<file path="src/rtl/div_rem_32_bit_if.sv">
`default_nettype none
// ============================================================================
//  Module      : div_rem_32_bit_if
//  Description : Request/response bundle for the iterative divider.
//                slave  modport -> divider side (requests in, results out)
//                master modport -> requester side
//  Signals     : i_start, i_op[1:0], i_dividend, i_divisor   (request)
//                o_busy, o_valid, o_quotient, o_remainder,
//                o_result                                    (response)
//  Revision    : 1.0 - initial release
// ============================================================================
interface div_rem_32_bit_if #(
  parameter int WIDTH = 32
);
  logic             i_start;
  logic [1:0]       i_op;
  logic [WIDTH-1:0] i_dividend;
  logic [WIDTH-1:0] i_divisor;
  logic             o_busy;
  logic             o_valid;
  logic [WIDTH-1:0] o_quotient;
  logic [WIDTH-1:0] o_remainder;
  logic [WIDTH-1:0] o_result;

  modport slave (
    input  i_start, i_op, i_dividend, i_divisor,
    output o_busy, o_valid, o_quotient, o_remainder, o_result
  );

  modport master (
    output i_start, i_op, i_dividend, i_divisor,
    input  o_busy, o_valid, o_quotient, o_remainder, o_result
  );
endinterface
`default_nettype wire

</file>
<file path="src/rtl/div_rem_32_bit.sv">
`default_nettype none
// ============================================================================
//  Module      : div_rem_32_bit
//  Description : Multi-cycle restoring divider implementing the RV32M
//                DIV/DIVU/REM/REMU operations, one quotient bit per cycle.
//  Ports       : i_clk    - clock, rising edge
//                i_reset  - synchronous active-high reset
//                bus      - div_rem_32_bit_if.slave (request/response)
//  Revision    : 1.0 - initial release
// ============================================================================
module div_rem_32_bit #(
  parameter int WIDTH = 32
) (
  input  wire logic         i_clk,
  input  wire logic         i_reset,
  div_rem_32_bit_if.slave   bus
);

  localparam int CW = $clog2(WIDTH);

  typedef enum logic [1:0] {
    S_IDLE = 2'd0,
    S_CALC = 2'd1,
    S_FIX  = 2'd2,
    S_DONE = 2'd3
  } state_t;

  state_t           r_state;
  state_t           w_next;

  logic             r_is_rem;
  logic             r_neg_q;
  logic             r_neg_r;
  logic [WIDTH-1:0] r_rem;
  logic [WIDTH-1:0] r_quo;
  logic [WIDTH-1:0] r_dvs;
  logic [CW-1:0]    r_cnt;
  logic [WIDTH-1:0] r_q_out;
  logic [WIDTH-1:0] r_r_out;
  logic [WIDTH-1:0] r_res_out;

  logic             w_accept;
  logic             w_signed;
  logic             w_div_zero;
  logic             w_ovf;
  logic             w_a_neg;
  logic             w_b_neg;
  logic [WIDTH-1:0] w_abs_a;
  logic [WIDTH-1:0] w_abs_b;
  logic [WIDTH:0]   w_trial;
  logic             w_ge;
  logic             w_last;
  logic [WIDTH-1:0] w_q_fix;
  logic [WIDTH-1:0] w_r_fix;

  // Request decode (only meaningful in IDLE)
  assign w_accept   = (r_state == S_IDLE) && bus.i_start;
  assign w_signed   = ~bus.i_op[0];
  assign w_div_zero = (bus.i_divisor == '0);
  assign w_ovf      = w_signed &&
                      (bus.i_dividend == {1'b1, {(WIDTH-1){1'b0}}}) &&
                      (bus.i_divisor == '1);
  assign w_a_neg    = w_signed & bus.i_dividend[WIDTH-1];
  assign w_b_neg    = w_signed & bus.i_divisor[WIDTH-1];
  assign w_abs_a    = w_a_neg ? (-bus.i_dividend) : bus.i_dividend;
  assign w_abs_b    = w_b_neg ? (-bus.i_divisor)  : bus.i_divisor;

  // Partial remainder stays below the divisor, so the shifted value fits in
  // WIDTH+1 bits and the MSB of the difference is a clean sign bit.
  assign w_trial = {r_rem, r_quo[WIDTH-1]} - {1'b0, r_dvs};
  assign w_ge    = ~w_trial[WIDTH];
  assign w_last  = (r_cnt == CW'(WIDTH-1));

  // Sign correction: quotient negative when signs differ, remainder follows
  // the dividend.
  assign w_q_fix = r_neg_q ? (-r_quo) : r_quo;
  assign w_r_fix = r_neg_r ? (-r_rem) : r_rem;

  assign bus.o_busy      = (r_state != S_IDLE);
  assign bus.o_valid     = (r_state == S_DONE);
  assign bus.o_quotient  = r_q_out;
  assign bus.o_remainder = r_r_out;
  assign bus.o_result    = r_res_out;

  // State register
  always_ff @(posedge i_clk) begin
    if (i_reset) begin
      r_state <= S_IDLE;
    end else begin
      r_state <= w_next;
    end
  end

  // Next-state logic
  always_comb begin
    w_next = r_state;
    case (r_state)
      S_IDLE: begin
        if (bus.i_start) begin
          w_next = (w_div_zero || w_ovf) ? S_DONE : S_CALC;
        end
      end
      S_CALC:  if (w_last) w_next = S_FIX;
      S_FIX:   w_next = S_DONE;
      S_DONE:  w_next = S_IDLE;
      default: w_next = S_IDLE;
    endcase
  end

  // Datapath. Visible results are written only when an operation finishes,
  // so they hold steady while the next one is computing.
  always_ff @(posedge i_clk) begin
    if (i_reset) begin
      r_is_rem  <= 1'b0;
      r_neg_q   <= 1'b0;
      r_neg_r   <= 1'b0;
      r_rem     <= '0;
      r_quo     <= '0;
      r_dvs     <= '0;
      r_cnt     <= '0;
      r_q_out   <= '0;
      r_r_out   <= '0;
      r_res_out <= '0;
    end else if (w_accept) begin
      r_is_rem <= bus.i_op[1];
      r_neg_q  <= w_a_neg ^ w_b_neg;
      r_neg_r  <= w_a_neg;
      r_rem    <= '0;
      r_quo    <= w_abs_a;
      r_dvs    <= w_abs_b;
      r_cnt    <= '0;
      if (w_div_zero) begin
        r_q_out   <= '1;
        r_r_out   <= bus.i_dividend;
        r_res_out <= bus.i_op[1] ? bus.i_dividend : '1;
      end else if (w_ovf) begin
        // Overflow quotient equals the dividend (most negative value)
        r_q_out   <= bus.i_dividend;
        r_r_out   <= '0;
        r_res_out <= bus.i_op[1] ? '0 : bus.i_dividend;
      end
    end else if (r_state == S_CALC) begin
      r_quo <= {r_quo[WIDTH-2:0], w_ge};
      r_rem <= w_ge ? w_trial[WIDTH-1:0] : {r_rem[WIDTH-2:0], r_quo[WIDTH-1]};
      r_cnt <= r_cnt + CW'(1);
    end else if (r_state == S_FIX) begin
      r_q_out   <= w_q_fix;
      r_r_out   <= w_r_fix;
      r_res_out <= r_is_rem ? w_r_fix : w_q_fix;
    end
  end

endmodule
`default_nettype wire

</file>
<file path="src/flat_wrapper.sv">
// flat-port wrapper written by rule: the top's interface ports become plain ports
module div_rem_32_bit_flat 
#(
  parameter int WIDTH = 32
)
  (i_clk, i_reset, bus_i_start, bus_i_op, bus_i_dividend, bus_i_divisor, bus_o_busy, bus_o_valid, bus_o_quotient, bus_o_remainder, bus_o_result);
  div_rem_32_bit_if #(.WIDTH(WIDTH)) bus_i ();
  input  wire logic i_clk;
  input  wire logic i_reset;
  input wire logic [$bits(bus_i.i_start)-1:0] bus_i_start;
  input wire logic [$bits(bus_i.i_op)-1:0] bus_i_op;
  input wire logic [$bits(bus_i.i_dividend)-1:0] bus_i_dividend;
  input wire logic [$bits(bus_i.i_divisor)-1:0] bus_i_divisor;
  output wire logic [$bits(bus_i.o_busy)-1:0] bus_o_busy;
  output wire logic [$bits(bus_i.o_valid)-1:0] bus_o_valid;
  output wire logic [$bits(bus_i.o_quotient)-1:0] bus_o_quotient;
  output wire logic [$bits(bus_i.o_remainder)-1:0] bus_o_remainder;
  output wire logic [$bits(bus_i.o_result)-1:0] bus_o_result;
  assign bus_i.i_start = bus_i_start;
  assign bus_i.i_op = bus_i_op;
  assign bus_i.i_dividend = bus_i_dividend;
  assign bus_i.i_divisor = bus_i_divisor;
  assign bus_o_busy = bus_i.o_busy;
  assign bus_o_valid = bus_i.o_valid;
  assign bus_o_quotient = bus_i.o_quotient;
  assign bus_o_remainder = bus_i.o_remainder;
  assign bus_o_result = bus_i.o_result;
  div_rem_32_bit #(.WIDTH(WIDTH)) u_core (.i_clk(i_clk), .i_reset(i_reset), .bus(bus_i));
endmodule
</file>
<file path="config.mk">
export PLATFORM = sky130hd
export DESIGN_NAME = div_rem_32_bit_flat
export DESIGN_NICKNAME = d
export VERILOG_FILES = /design/src/rtl/div_rem_32_bit_if.sv /design/src/rtl/div_rem_32_bit.sv /design/src/flat_wrapper.sv
export SDC_FILE = /design/constraint.sdc
export NUM_CORES = 1
export LEC_CHECK = 0
export ABC_AREA = 1
export CAP_MARGIN = 20
export CORE_MARGIN = 8
export CORE_UTILIZATION = 45
export DETAILED_ROUTE_END_ITERATION = 6
export PLACE_DENSITY_LB_ADDON = 0.1
export SLEW_MARGIN = 20
export SYNTH_ARGS = -nofsm -noshare
export SYNTH_HDL_FRONTEND = slang
export SYNTH_SLANG_ARGS = --single-unit
</file>
<file path="constraint.sdc">
create_clock -name i_clk -period 2.5 [get_ports i_clk]
set_input_delay 0.5 -clock i_clk [delete_from_list [all_inputs] [get_ports i_clk]]
set_output_delay 0.5 -clock i_clk [all_outputs]
set_load 0.02 [all_outputs]
</file>
Word-level counts from Yosys, hierarchy flattened
Index checks and enable logic that the tools add are counted.
Cells by class
  reduce and logical (&&, ||, !) cells: 12
  equality and inequality tests: 10
  add/sub/neg operators: 6
  mux-type cells: 29
  bitwise gates (word level): 5
Operator list (count)
  $mux W32: 25
  $neg A32 Y32: 4
  $eq A32 B32 Y1 const B: 2
  $sub A33 B32 Y33: 1
  $logic_not A32 Y1: 1
  $pmux W2 S4: 1
  $mux W2: 3
  $reduce_bool A2 Y1: 3
  $add A5 B1 Y5 const B: 1
  $eq A5 B5 Y1 const B: 1
  $eq A2 B2 Y1 const B: 2
  $ne A2 B1 Y1 const B: 2
  $logic_and A1 B1 Y1: 3
  $ne A3 B3 Y1 const B: 1
  $reduce_and A3 Y1: 1
  $and A1 B1 Y1: 2
  $eq A2 B1 Y1 const B: 1
  $logic_not A2 Y1: 1
  $ne A2 B2 Y1 const B: 1
  $not A1 Y1: 2
  $reduce_and A2 Y1: 1
  $reduce_or A2 Y1: 1
  $logic_or A1 B1 Y1: 1
  $xor A1 B1 Y1: 1
Storage, ports and cells
  output and inout bits: 98
  register bits after elaboration: 202
  input bits: 69
  word-level logic and storage cells: 73

Logic depth before layout (Yosys ltp)
Gate-level depths: netlist of run 1.
  depth in word-level cells: 7
  mapped depth: 19
  gate-level depth less buffers: 18

Worst setup path before layout of run 1
Ideal clock, no wire load.
  path type: reg-to-reg
  start point: register u_core.r_quo[31]
  end point: register u_core.r_rem[29]
  setup time: 70 ps
  required time: 2430 ps
  path buffers: 1
  cell stages (with the launch flop): 20
  arrival: 2213 ps
  setup slack: 216 ps
  period minus slack after synthesis: 2284 ps
  path through: dfxtp_1 -> inv_1 -> ha_1 -> fa_1 -> inv_1 -> nand2_1 -> nand2_1 -> nand3_1 -> nand2_1 -> nand2_1 -> nand2_1 -> nand2_1 -> nand2_1 -> nand2_1 -> nand2_1 -> buf_2 -> nand2_1 -> nand2_1 -> nand2_1 -> a21oi_1
Between the ends
  word-level cells in the longest chain between the ends: 2
Ends and longest elaborated chain
  start, declared: RTL line div_rem_32_bit.sv:35  | logic [WIDTH-1:0] r_quo;
  start signal, assigned: RTL line div_rem_32_bit.sv:129  | r_quo <= w_abs_a;
  start signal, assigned: RTL line div_rem_32_bit.sv:143  | r_quo <= {r_quo[WIDTH-2:0], w_ge};
  $sub A33 B32 Y33: RTL line div_rem_32_bit.sv:70  | assign w_trial = {r_rem, r_quo[WIDTH-1]} - {1'b0, r_dvs};
  $mux W32: RTL line div_rem_32_bit.sv:144  | r_rem <= w_ge ? w_trial[WIDTH-1:0] : {r_rem[WIDTH-2:0], r_quo[WIDTH-1]};
  end signal, assigned: RTL line div_rem_32_bit.sv:144
  end, declared: RTL line div_rem_32_bit.sv:34  | logic [WIDTH-1:0] r_rem;
No other way between the ends.
A chain may end at the register's enable or synchronous reset.

Final worst setup path of run 1
  start point: register u_core.r_quo[31]
  end point: register u_core.r_rem[22]
The elaborated chain is that of the path after synthesis.

==> impl_metrics.yaml, run 1 <==
outcome:
  status: "complete, but fails checks"
  violated_checks: "DRC"
synthesis:
  syn_inst: 2732
  largest_family_of_logic_cells_by_synthesized_area: "simple AND/OR/NAND/NOR gates"
  ys_seq_area_frac: 0.2597
  yosys.area.top_type: "sky130_fd_sc_hd__dfxtp_1"
  synthMuxAreaShare: 0
  synth-warning-count: 0
  post_synthesis_mean_instance_area_um2: 5.700
  synth_compound_area_frac: 0.1398
  yosys.area_share.adder: 0.03664
  syn-cell-area_um2: 15570
  synth-xor-area-share: 0.03037
  synth-seq-cells: 202
  post-synth-top-area-fraction: 0.2597
  synth_cell_types: 53
  yosys.area_share.simple: 0.4090
  synth_area_leaders: "sky130_fd_sc_hd__dfxtp_1, sky130_fd_sc_hd__nand2_1, sky130_fd_sc_hd__nor2_1"
  syn-num-nets: 2846
grt:
  busiest_layer: "met2"
  grt_start_max_net_pins: 81
  grt_pass1_wl_um: 112100
  grt.met3_usage: 0.07109
  grt_util_all_layers: 0.3527
  met1_grt_util: 0.5092
  vias_in_the_first_global_route: 18130
  residual_overflow_from_global_routing: 0
  grt_antenna_before_repair: 3
  grt.met2_usage: 0.5123
placement:
  place_inst: 3518
  place_congestion: 1.028
  placement_cell_area_um2: 19610
  port-buffer-count: 166
  detailed_place_hpwl_um: 60510
drt:
  final_antenna_net_count: 0
  dr.pass1.iters: 7
  via_count_normalized_by_instance_count: 5.635
  wirelength_um: 76490
  post-route-drc-count: 4
  detailedRoute.firstIterationViolations: 2582
  routed_wire_length_per_instance_um: 21.40
  vias: 20150
layout:
  layout.nets: 3217
  insertedDiodeCount: 0
  layoutNonFillerInstCount: 3575
  areaGrowthSynthToFinish_pct: 35.55
  final_core_utilization: 0.6156
  finish.instance_area_um2: 21110
  layout-drive-gt1-share: 0.1455
floorplanning:
  floorplan.core_area_um2: 34290
  std_cell_rows: 68
  die_x_extent_um: 202.0
  design.die.area_um2: 40810
  chipHeight_um: 202.0
  start_util: 0.4542
  top_level_ports: 167
critical_path:
  r2r_setup_slack_ps: 20
  cell_mode_on_critical_path: "sky130_fd_sc_hd__nand2_2"
  critical-path-slowest-cell: "sky130_fd_sc_hd__fa_2"
  cp_cell_sequence: "inv_2 -> ha_4 -> fa_2 -> inv_2 -> nand2_2 -> nand2_2 -> nand3_2 -> nand2_2 -> nand2_2 -> nand2_4 -> nand2_4 -> nand3_4 -> nand2_8 -> buf_12 -> buf_16 -> nand2_1 -> nand3_1 -> a21oi_2"
  crit_path_end_kind: "flip-flop"
  setup.worst_path.class: "flip-flop to flip-flop"
  crit_path_max_incr_delay_ps: 380
  required_ps: 2970
  critical_path.max_fanout: 8
  critPathArrivalTime_ps: 2950
  critical_path.startpoint_type: "flip-flop"
clocking:
  clock_latency_ps: 540
  clockRootBuffer: "sky130_fd_sc_hd__clkbuf_16"
  cts_hold_buffers: 0
  cts_tree: "yes"
  cts_inserted_buffers: 24
  clock_sink_count: 202
  path_clk_slew_ps: 60
  cts_buffer_depth: 3
  clock_tree.htree_level_count: 1
sta:
  clock_skew_ps: 10.41
  finalSetupViolations: 0
  max_slew_margin: 0.4889
  finalHoldViolations: 0
  timing.final.crit_share: 0.9938
  final.min_clock_period_ps: 2485
  worst_pin_slew_ps: 764.0
  holdWs_ps: 403.4
  max_freq_ghz: 0.4025
  finalMaxSlewViolations: 0
hold_path:
  hold_path_class: "input pin to flip-flop"
power_and_ir_drop:
  pwr_per_cell_area_nw_per_um2: 1522
  leakage_power_figure_uw: 0.01059
  vdd_ir_max_mv: 0.9576
  finalPower_uw: 32120
flow_run:
  timing.max_cap.violations: 0
## final timing paths
kind | cells past startpoint | from | to
max | 18 | u_core.r_quo[31]$_SDFFE_PP0P_ | u_core.r_rem[22]$_SDFFE_PP0P_
min | 4 | bus_i_divisor[0] | u_core.r_dvs[0]$_SDFFE_PP0P_
max reg2reg | 18 | u_core.r_quo[31]$_SDFFE_PP0P_ | u_core.r_rem[22]$_SDFFE_PP0P_
min reg2reg | 2 | u_core.r_dvs[25]$_SDFFE_PP0P_ | u_core.r_dvs[25]$_SDFFE_PP0P_
## cells by family (layout without fill, tap and decap cells)
| family | count (synthesis) | in the layout |
|---|---|---|
| and+or+nand+nor | 1542 | 1543 |
| adders and majority gates | 45 | 45 |
| AOI/OAI and AO/OA | 400 | 400 |
| DFF | 202 | 202 |
| xor gates and xnor gates | 54 | 54 |
| buffers and inverters | 489 | 876 |
## synth_stat cells (all sizes together)
cell type,instances
and3,5
o31ai,3
ha,44
nor4,4
nand4,31
a31oi,13
o211ai,8
a32o,1
a41oi,7
and2,2
nand2,836
o2111ai,2
inv,369
nor3,48
nand3,226
xor2,50
a22oi,1
nand3b,10
nor2,373
o21a,1
clkbuf,76
buf,38
fa,1
dfxtp,202
a31o,1
o221ai,6
or3,2
a21o,1
or2,5
o32ai,3
o21ai,216
a21oi,102
a211oi,1
xnor2,4
o21bai,2
o22ai,32
clkinv,6
## critical path: cells and delay by family, from the launching register on
family / cells / cell delay (ps)
fa+ha+maj: 2 / 540
buf+inv: 4 / 390
compound gates: 1 / 170
flops: 1 / 360
simple gates: 11 / 940
## metal layers
metal / up-vias / share of wire
met2: 1209 / 0.41
li1: 9456 / -
met5: - / 0.00030
met4: 4 / 0.039
met1: 9310 / 0.43
met3: 166 / 0.12
## stage by stage
step                      TNS [ps]  setup slack [ps]
after floorplan                  0             216.2
after global placement      -43170            -423.5
after detailed placement    -52980            -521.4
after CTS                        0             3.568
after global routing         -1454            -85.89
final                            0             15.38
## sequential cells by signal, indices dropped and copies added (netlist names), 2 cells and up
signal and flops:
u_core.r_dvs 32, u_core.r_quo 32, u_core.bus.o_result 32, u_core.bus.o_remainder 32, u_core.bus.o_quotient 32, u_core.r_rem 32, u_core.r_cnt 5, u_core.r_state 2
## power by group
| part | switching, uW | internal [uW] | leakage (uW) |
|---|---|---|---|
| clock | 1520 | 2130 | 0.000393 |
| combinational | 15300 | 8570 | 0.00856 |
| sequential | 625 | 4000 | 0.00164 |
| total | 17400 | 14700 | 0.0106 |
## layout by cell type (no fill, tap or decap), drive strengths merged, types with 4 or more instances in the layout
master / Yosys / routed
a41oi: 7 / 7
nor4: 4 / 4
nand4: 31 / 31
o22ai: 32 / 32
clkbuf: 76 / 39
inv: 369 / 370
nand3: 226 / 226
nand2: 836 / 837
nor3: 48 / 48
clkdlybuf4s50: 0 / 163
xnor2: 4 / 4
o221ai: 6 / 6
a21oi: 102 / 102
nand3b: 10 / 10
o211ai: 8 / 8
buf: 38 / 287
xor2: 50 / 50
or2: 5 / 5
and3: 5 / 5
nor2: 373 / 373
dfxtp: 202 / 202
a31oi: 13 / 13
ha: 44 / 44
o21ai: 216 / 216
clkinv: 6 / 12
## area by class of cell
type	instances	area, um2
sequential	202	4051
tap	455	569.3
multi-input combinational	2042	10010
clock inverter	9	106.4
inverter	375	1416
timing repair buffer	458	4263
fill	3279	13180
clock buffer	34	689.4
## what timing repair did
item                                   CTS  global route
pin swaps                                1            15
endpoints found under the hold margin    0             0
resized for setup                       22           101
setup endpoints to repair               38           131
setup buffers                            3             4
gates cloned                             2             6
(Power assumes the default switching activity.)
==> run 2: changes to the inputs <==
Settings changed: SLEW_MARGIN 20 to default.
==> results of run 2 <==
Final layout, timing and power as in run 1 (identical DEF).
